`src/rtl/logic_unit_pkg.sv`:
```
// Opcode type and the bitwise function table shared by the logic unit pipeline.
// The LOGIC_UNIT_POPCOUNT_EN option does not change anything in this package.
package logic_unit_pkg;

  typedef enum logic [2:0] {
    OP_PASS_A = 3'b000,
    OP_AND    = 3'b001,
    OP_OR     = 3'b010,
    OP_XOR    = 3'b011,
    OP_NOT_A  = 3'b100,
    OP_NAND   = 3'b101,
    OP_NOR    = 3'b110,
    OP_XNOR   = 3'b111
  } op_t;

  // Widest operand logic_fn handles; callers zero-extend into it and truncate the result.
  localparam int FN_MAX_W = 256;

  typedef logic [FN_MAX_W-1:0] fn_word_t;

  function automatic fn_word_t logic_fn(input fn_word_t a, input fn_word_t b, input op_t op);
    case (op)
      OP_PASS_A: return a;
      OP_AND:    return a & b;
      OP_OR:     return a | b;
      OP_XOR:    return a ^ b;
      OP_NOT_A:  return ~a;
      OP_NAND:   return ~(a & b);
      OP_NOR:    return ~(a | b);
      default:   return ~(a ^ b);
    endcase
  endfunction

endpackage

```
`src/rtl/logic_unit_if.sv`:
```
// Operand/result handshake bundle between operand fetch, the logic unit and writeback.
// Carries the popcount result only when LOGIC_UNIT_POPCOUNT_EN is defined.
interface logic_unit_if #(
  parameter int WIDTH = 32,
  parameter int CNT_W = 16
);
  logic             in_valid;
  logic             in_ready;
  logic [WIDTH-1:0] a;
  logic [WIDTH-1:0] b;
  logic [2:0]       op;
  logic             out_valid;
  logic             out_ready;
  logic [WIDTH-1:0] result;
  logic             zero;
  logic             parity;
  logic [CNT_W-1:0] op_count;
`ifdef LOGIC_UNIT_POPCOUNT_EN
  logic [$clog2(WIDTH+1)-1:0] popcount;

  modport master (output in_valid, a, b, op, out_ready,
                  input  in_ready, out_valid, result, zero, parity, op_count, popcount);
  modport slave  (input  in_valid, a, b, op, out_ready,
                  output in_ready, out_valid, result, zero, parity, op_count, popcount);
`else
  modport master (output in_valid, a, b, op, out_ready,
                  input  in_ready, out_valid, result, zero, parity, op_count);
  modport slave  (input  in_valid, a, b, op, out_ready,
                  output in_ready, out_valid, result, zero, parity, op_count);
`endif
endinterface

```
`src/rtl/logic_unit_stage.sv`:
```
// Generic valid/ready pipeline register: holds one payload, accepts a new one
// whenever it is empty or its current payload is being taken downstream.
module logic_unit_stage #(
  parameter int             W       = 8,
  parameter logic [W-1:0]   RST_VAL = '0
) (
  input  logic         clk,
  input  logic         rst_n,
  input  logic         in_valid,
  output logic         in_ready,
  input  logic [W-1:0] in_data,
  output logic         out_valid,
  input  logic         out_ready,
  output logic [W-1:0] out_data
);

  assign in_ready = !out_valid || out_ready;

  // NOTE: state registers use <= so every flop samples pre-edge values; '=' here would create ordering races.
  always_ff @(posedge clk) begin
    if (!rst_n) begin
      out_valid <= 1'b0;
      // NOTE: the payload is a single register, not a memory, so it is reset; downstream flags depend on its reset value.
      out_data  <= RST_VAL;
    end else if (in_ready) begin
      out_valid <= in_valid;
      if (in_valid) out_data <= in_data;
    end
  end

endmodule

```
`src/rtl/logic_unit_pipe.sv`:
```
// Two-stage pipelined 8-function bitwise logic unit with zero/parity flags and a consumed-result counter.
// Define LOGIC_UNIT_POPCOUNT_EN to add a registered popcount of the result.
module logic_unit_pipe
  import logic_unit_pkg::*;
#(
  parameter int WIDTH = 32,
  parameter int CNT_W = 16
) (
  input logic         clk,
  input logic         rst_n,
  logic_unit_if.slave bus
);

  localparam int PC_W = $clog2(WIDTH + 1);
  localparam int S1_W = 2 * WIDTH + 3;
`ifdef LOGIC_UNIT_POPCOUNT_EN
  localparam int S2_W = WIDTH + 2 + PC_W;
`else
  localparam int S2_W = WIDTH + 2;
`endif
  // S2 payload is {[popcount,] parity, zero, result}; after reset only the zero flag is set.
  localparam logic [S2_W-1:0] S2_RST = S2_W'(1) << WIDTH;

  if (WIDTH < 2 || WIDTH > FN_MAX_W) begin : g_width_check
    $error("logic_unit_pipe: WIDTH must be in 2..FN_MAX_W");
  end

  logic             s1_valid;
  logic             s1_in_ready;
  logic             s2_in_ready;
  logic             s2_valid;
  logic [S1_W-1:0]  s1_data;
  logic [WIDTH-1:0] s1_a;
  logic [WIDTH-1:0] s1_b;
  logic [2:0]       s1_op;
  logic [WIDTH-1:0] fn_res;
  logic [S2_W-1:0]  s2_next;
  logic [S2_W-1:0]  s2_data;
  logic [CNT_W-1:0] op_count_q;

  logic_unit_stage #(.W(S1_W), .RST_VAL('0)) u_s1 (
    .clk       (clk),
    .rst_n     (rst_n),
    .in_valid  (bus.in_valid),
    .in_ready  (s1_in_ready),
    .in_data   ({bus.op, bus.b, bus.a}),
    .out_valid (s1_valid),
    .out_ready (s2_in_ready),
    .out_data  (s1_data)
  );

  assign {s1_op, s1_b, s1_a} = s1_data;
  assign fn_res = WIDTH'(logic_fn(fn_word_t'(s1_a), fn_word_t'(s1_b), op_t'(s1_op)));

  always_comb begin
    // NOTE: default every bit first so no path leaves s2_next unassigned, which would infer a latch.
    s2_next            = '0;
    s2_next[WIDTH-1:0] = fn_res;
    s2_next[WIDTH]     = ~|fn_res;
    s2_next[WIDTH+1]   = ^fn_res;
`ifdef LOGIC_UNIT_POPCOUNT_EN
    for (int i = 0; i < WIDTH; i++) begin
      s2_next[S2_W-1 -: PC_W] = s2_next[S2_W-1 -: PC_W] + PC_W'(fn_res[i]);
    end
`endif
  end

  logic_unit_stage #(.W(S2_W), .RST_VAL(S2_RST)) u_s2 (
    .clk       (clk),
    .rst_n     (rst_n),
    .in_valid  (s1_valid),
    .in_ready  (s2_in_ready),
    .in_data   (s2_next),
    .out_valid (s2_valid),
    .out_ready (bus.out_ready),
    .out_data  (s2_data)
  );

  // Held low during reset so the producer never sees a handshake the flops will discard.
  assign bus.in_ready  = rst_n && s1_in_ready;
  assign bus.out_valid = s2_valid;
  assign bus.result    = s2_data[WIDTH-1:0];
  assign bus.zero      = s2_data[WIDTH];
  assign bus.parity    = s2_data[WIDTH+1];
`ifdef LOGIC_UNIT_POPCOUNT_EN
  assign bus.popcount  = s2_data[S2_W-1 -: PC_W];
`endif

  always_ff @(posedge clk) begin
    if (!rst_n) begin
      op_count_q <= '0;
    end else if (s2_valid && bus.out_ready) begin
      op_count_q <= op_count_q + CNT_W'(1);
    end
  end

  assign bus.op_count = op_count_q;

endmodule

```
`src/flat_wrapper.sv`:
```
// flat-port wrapper written by rule: the top's interface ports become plain ports
module logic_unit_pipe_flat import logic_unit_pkg::*;
#(
  parameter int WIDTH = 32,
  parameter int CNT_W = 16
)
  (clk, rst_n, bus_in_valid, bus_a, bus_b, bus_op, bus_out_ready, bus_in_ready, bus_out_valid, bus_result, bus_zero, bus_parity, bus_op_count);
  logic_unit_if #(.WIDTH(WIDTH), .CNT_W(CNT_W)) bus_i ();
  input logic clk;
  input logic rst_n;
  input wire logic [$bits(bus_i.in_valid)-1:0] bus_in_valid;
  input wire logic [$bits(bus_i.a)-1:0] bus_a;
  input wire logic [$bits(bus_i.b)-1:0] bus_b;
  input wire logic [$bits(bus_i.op)-1:0] bus_op;
  input wire logic [$bits(bus_i.out_ready)-1:0] bus_out_ready;
  output wire logic [$bits(bus_i.in_ready)-1:0] bus_in_ready;
  output wire logic [$bits(bus_i.out_valid)-1:0] bus_out_valid;
  output wire logic [$bits(bus_i.result)-1:0] bus_result;
  output wire logic [$bits(bus_i.zero)-1:0] bus_zero;
  output wire logic [$bits(bus_i.parity)-1:0] bus_parity;
  output wire logic [$bits(bus_i.op_count)-1:0] bus_op_count;
  assign bus_i.in_valid = bus_in_valid;
  assign bus_i.a = bus_a;
  assign bus_i.b = bus_b;
  assign bus_i.op = bus_op;
  assign bus_i.out_ready = bus_out_ready;
  assign bus_in_ready = bus_i.in_ready;
  assign bus_out_valid = bus_i.out_valid;
  assign bus_result = bus_i.result;
  assign bus_zero = bus_i.zero;
  assign bus_parity = bus_i.parity;
  assign bus_op_count = bus_i.op_count;
  logic_unit_pipe #(.WIDTH(WIDTH), .CNT_W(CNT_W)) u_core (.clk(clk), .rst_n(rst_n), .bus(bus_i));
endmodule
```
`config.mk`:
```
export PLATFORM = sky130hd
export DESIGN_NAME = logic_unit_pipe_flat
export DESIGN_NICKNAME = d
export VERILOG_FILES = /design/src/rtl/logic_unit_pkg.sv /design/src/rtl/logic_unit_if.sv /design/src/rtl/logic_unit_stage.sv /design/src/rtl/logic_unit_pipe.sv /design/src/flat_wrapper.sv
export SDC_FILE = /design/constraint.sdc
export NUM_CORES = 1
export LEC_CHECK = 0
export ABC_AREA = 1
export BUFFER_PORTS_ARGS = -buffer_cell sky130_fd_sc_hd__buf_2
export CORE_MARGIN = 3
export CORE_UTILIZATION = 24
export CTS_BUF_LIST = sky130_fd_sc_hd__clkbuf_16
export CTS_CLUSTER_SIZE = 25
export DETAILED_ROUTE_END_ITERATION = 8
export PLACE_DENSITY_LB_ADDON = 0.15
export RECOVER_POWER = 50
export SLEW_MARGIN = 20
export SYNTH_ARGS = -nofsm -noshare
export SYNTH_HDL_FRONTEND = slang
export SYNTH_SLANG_ARGS = --single-unit
```
`constraint.sdc`:
```
create_clock -name clk -period 2.4 [get_ports clk]
set_input_delay 0.12 -clock clk [delete_from_list [all_inputs] [get_ports clk]]
set_output_delay 0.12 -clock clk [all_outputs]
set_load 0.01 [all_outputs]
```
# After elaboration in Yosys (flattened, before gate mapping)
# Index checks and enable logic that the tools add are counted.
# totals
output_inout_bits	52
wordCells	32
reg_bits	119
input_bits	71
# classes
reduce_logical	12
eq_ne	6
n_addsub	1
n_bitwise	7
muxes	1
# op_table
cell	n
case mux 32 bit (7 select lines)	1
NOT 32 bit	4
AND 32 bit	1
OR 32 bit	1
OR reduction 32 bit	1
XOR reduction 32 bit	1
bitwise XOR 32 bit	1
adder 16 x 1 -> 16 bit (second input constant)	1
equality test 3 bit (second input constant)	3
equality test 3 x 2 -> 1 bit (second input constant)	2
AND reduction 2 bit	2
equality test 3 x 1 -> 1 bit (second input constant)	1
logical NOT 1 bit	3
logical NOT 3 bit	1
logical AND 1 bit	2
logical OR 1 bit	2

# Depth between registers and ports, before layout
# depth
ltp_word	5
mapped_depth	22
ltp_nobuf	21

# By module
# A second synthesis with hierarchy kept.
# unflattened
cells_unflattened	1539
area_unflattened_um2	9440.3
# by_module_without_submodules
module	seq_area_each_um2	instances	area_each_um2	cells_each
logic_unit_pipe	320.3	1	4739.5	869
logic_unit_stage at u_core.u_s1	1361.3	1	3036.7	444
logic_unit_stage at u_core.u_s2	700.7	1	1664.1	226

# Worst setup path before layout
# Ideal clock, no wire load.
# synth_path
path_kind	reg2reg
from	register u_core.u_s1.out_data[66]
to	register u_core.u_s2.out_data[33]
path_stages_with_launch	20
slack_ps	214
period_less_slack_ps	2186
n_path_buf	2
t_required_ps	2291
arrival_time_ps	2077
setup_time_ps	109
cell_sequence	dfxtp_1 > buf_2 > inv_2 > nand3_1 > buf_2 > o22ai_1 > nor2_1 > nand3b_1 > inv_1 > ha_1 > nor2_1 > nor2_1 > nand2_1 > nand2_1 > nand2_1 > nand2_1 > nand2_1 > nand3_1 > nand2_1 > inv_1
# synth_between
elab_chain_cells	3
elab_cells_between_ends	9
classes_between	eq/ne (6); mux (1); reduce/logical (2)
# synth_rtl
item	line_no	source
from (decl)	logic_unit_stage.sv:14	output logic [W-1:0] out_data
from (signal assigned)	logic_unit_stage.sv:27	if (in_valid) out_data <= in_data;
equality test 3 bit (tied with other cells)	logic_unit_pkg.sv:22	case (op)
case mux 32 bit (7 select lines) (*)	logic_unit_pkg.sv:22	
XOR reduction 32 bit (*)	logic_unit_pipe.sv:60	s2_next[WIDTH+1] = ^fn_res;
to (signal assigned)	logic_unit_stage.sv:27	
to (decl)	logic_unit_stage.sv:14	
# Every way passes the cells marked *; elsewhere a longest branch is shown, timed or not.
# A chain may end at the register's enable or synchronous reset.

# Final worst setup path
# layout_path
from	register u_core.u_s1.out_data[64]
to	register u_core.u_s2.out_data[33]
# The elaborated chain is that of the path after synthesis.

==> flow_summary.json <==
{
  "arrival_ns": 2.77,
  "grt_pass1_wl_um": 40800,
  "core-area_um2": 31700,
  "synth_warnings": 0,
  "cpPeakStageDelay_ns": 0.39,
  "fillers": 3425,
  "ys_ff_latch": 119,
  "grt_usage_pct": 15.1,
  "grt_pass1_vias": 7934,
  "cts_htree_levels": 4,
  "violations": "hold timing",
  "syn_avg_cell_area_um2": 6.54,
  "port_buffers": 122,
  "netlist_instances": 1189,
  "setup.worst_path.class": "flip-flop to flip-flop",
  "ios": 123,
  "final_area_um2": 10900,
  "syn_to_final_growth_pct": 39.8,
  "multi_input_area_um2": 4760,
  "gp_congestion": 0.796,
  "power_uw": 7350,
  "cts_buffer_depth": 2,
  "ys.flop_type": "dfxtp_1",
  "end_kind": "flip-flop",
  "die_area_um2": 34600,
  "path_delay_family": "simple AND/OR/NAND/NOR gates",
  "synth_edf_count": 0,
  "clkTransAtPathRegs_ns": 0.06,
  "grt_max_degree": 52,
  "vias": 7984,
  "drv_slew": 0,
  "die_y_um": 186,
  "grt.overflow.total": 0,
  "seq_area_um2": 2390,
  "avgViaCountPerCell": 4.36,
  "wl_um": 25800,
  "drc": 0,
  "min_path_type": "input pin to flip-flop",
  "start_kind": "flip-flop",
  "cpMostUsedCell": "nand2_1",
  "fin_crit_ns": 2.38,
  "crit_buf_inv": 6,
  "mostFrequentLayoutCell": "nor2_1",
  "hold_depth": 3,
  "r2r_slack_ns": 0.02,
  "synth_nets": 1341,
  "setup_violations": 0,
  "path_cells": "buf_12 > nor2_4 > nand2_4 > clkinv_8 > buf_12 > nand2_1 > nand2_1 > nor2_1 > nand3b_1 > inv_2 > ha_4 > nand2_1 > inv_1 > nor2_2 > nand2_1 > nand2_2 > nand2_2 > nand2_2 > nand2_1 > nand3_1 > nand2_1 > inv_1",
  "synth_seq_area_share_pct": 30.6,
  "fin_util_pct": 34.3,
  "diodes": 0,
  "skew_ns": 0.0126,
  "required_ns": 2.78,
  "nNetsFinal": 1567,
  "antenna_found_initial": 0,
  "worst-path-stages": 22,
  "whs_ns": -0.00890,
  "p_leak_uw": 0.00513,
  "grt_setup_unrepaired": "yes",
  "ys_types": 32,
  "first_iter_violations": 356,
  "ir_drop_mv": 0.534,
  "numCtsBuffers": 17,
  "powerDensity_nw_per_um2": 676,
  "critPathSlowestCell": "dfxtp_4",
  "die_w_um": 186,
  "synth_area_um2": 7770,
  "first_pass_iters": 5,
  "max_slew_margin_pct": 36.9,
  "yosys-top-cells-area": "dfxtp_1 31%, ha_1 13%, nor2_1 11%",
  "layout_common_cells": "218 x nor2_1, 184 x nand2_1, 165 x inv_1",
  "yosys.area.top_type": "dfxtp_1",
  "period_share_pct": 99.3,
  "cp_max_fo": 7,
  "cts_tree": "done",
  "tightest_slew_ns": 0.945,
  "row_count": 65,
  "place_area_um2": 9370,
  "status": "finished, violations left",
  "async_reset_ff_share_pct": 0,
  "cts-root-buf": "clkbuf_16",
  "maxCapViolations": 0,
  "wl_per_cell_um": 14.1,
  "r2r_cells": 22,
  "drive_above_1_share_pct": 19.4,
  "finalHoldViolCount": 1,
  "fmax_ghz": 0.420,
  "start_util_pct": 24.5,
  "clock-sinks": 119,
  "insertion_delay_ns": 0.44,
  "netlist.area_leader.share_pct": 30.6,
  "dp_hpwl_um": 18800,
  "antenna_left": 0
}
## routing by layer
layer  track usage, %  routed length [um]
met4             5.69                 754
met3             2.83                 822
met2             25.5               12100
met1             19.2               12200
met5                0                   0
## power by group
group	internal, uW	switching [uW]
sequential	2110	78.9
combinational	1060	1350
clock	1660	1090
total	4830	2520
## area by class of cell
type	instances	share of cell area, %
multi-input combinational	827	43.8
sequential	119	22.0
timing repair buffer	261	17.2
inverter	189	6.71
tap	402	4.63
clock buffer	17	3.91
clock inverter	15	1.76
## final timing paths
path / endpoint / from
max: u_core.u_s2.out_data[33] / u_core.u_s1.out_data[64]
min: u_core.u_s1.out_data[64] / bus_in_valid
max reg2reg: u_core.u_s2.out_data[33] / u_core.u_s1.out_data[64]
min reg2reg: u_core.u_s2.out_data[32] / u_core.u_s2.out_data[32]
## synthesized netlist by cell type (2+ instances only)
cell,number
o22ai_1,47
dfxtp_1,119
o21ai_1,23
nor3_1,3
nand4_1,6
o21ai_0,110
nor2_1,222
nand3b_1,31
inv_1,182
xor2_1,2
nor2_2,2
nand2_2,2
clkbuf_1,29
buf_4,3
xnor2_1,2
nand2_1,202
buf_2,19
buf_6,3
a21oi_1,78
nand3_1,7
ha_1,81
inv_2,6
## stage by stage
stage / setup slack [ns] / hold slack [ns] / instances / TNS (ns)
floorplan: 0.214 / 0.279 / 1189 / 0
global placement: -0.137 / 0.400 / 1738 / -0.137
detailed placement: -0.179 / 0.403 / 1738 / -0.179
CTS: 0.000260 / 0.00194 / 1823 / 0
global route: -0.126 / 0.00796 / 1830 / -0.166
finish: 0.0175 / -0.00890 / 1830 / 0
## flip-flops by register name (all words and copies together), names as in the netlist
register and cells:
u_core.u_s2.out_data 34, u_core.u_s1.out_valid 1, u_core.u_s1.out_data 67, u_core.bus.op_count 16
u_core.u_s2.out_valid 1
## kinds of logic (layout without fill, tap and decap cells)
| logic type | after synthesis | after routing | share of synthesized area [%] |
|---|---|---|---|
| and+or+nand+nor | 481 | 481 | 25.7 |
| xor gates and xnor gates | 4 | 4 | 0.451 |
| AOI/OAI and AO/OA | 261 | 261 | 17.7 |
| adders and majority gates | 81 | 81 | 13.0 |
| buffers and inverters | 243 | 482 | 12.5 |
| DFF | 119 | 119 | 30.6 |
## worst register-to-register path, stage by stage (launching register included)
cell      delay (ns)
dfxtp_4         0.39
buf_12          0.13
nor2_4          0.05
nand2_4         0.10
clkinv_8        0.09
buf_12          0.15
nand2_1         0.06
nand2_1         0.04
nor2_1          0.12
nand3b_1        0.14
inv_2           0.10
ha_4            0.21
nand2_1         0.08
inv_1           0.05
nor2_2          0.11
nand2_1         0.07
nand2_2         0.10
nand2_2         0.06
nand2_2         0.08
nand2_1         0.05
nand3_1         0.07
nand2_1         0.05
inv_1           0.04
## what timing repair did
item / 4_1_cts / 5_1_grt
cloned: 1 / 0
setup endpoints to repair: 1 / 3
buffers inserted: 10 / 8
hold buffers: 42 / 0
gates resized for setup: 28 / 60
endpoints found under the hold margin: 42 / 0
pin swaps: 5 / 34
No activity file was read; power rests on OpenSTA's default activity.
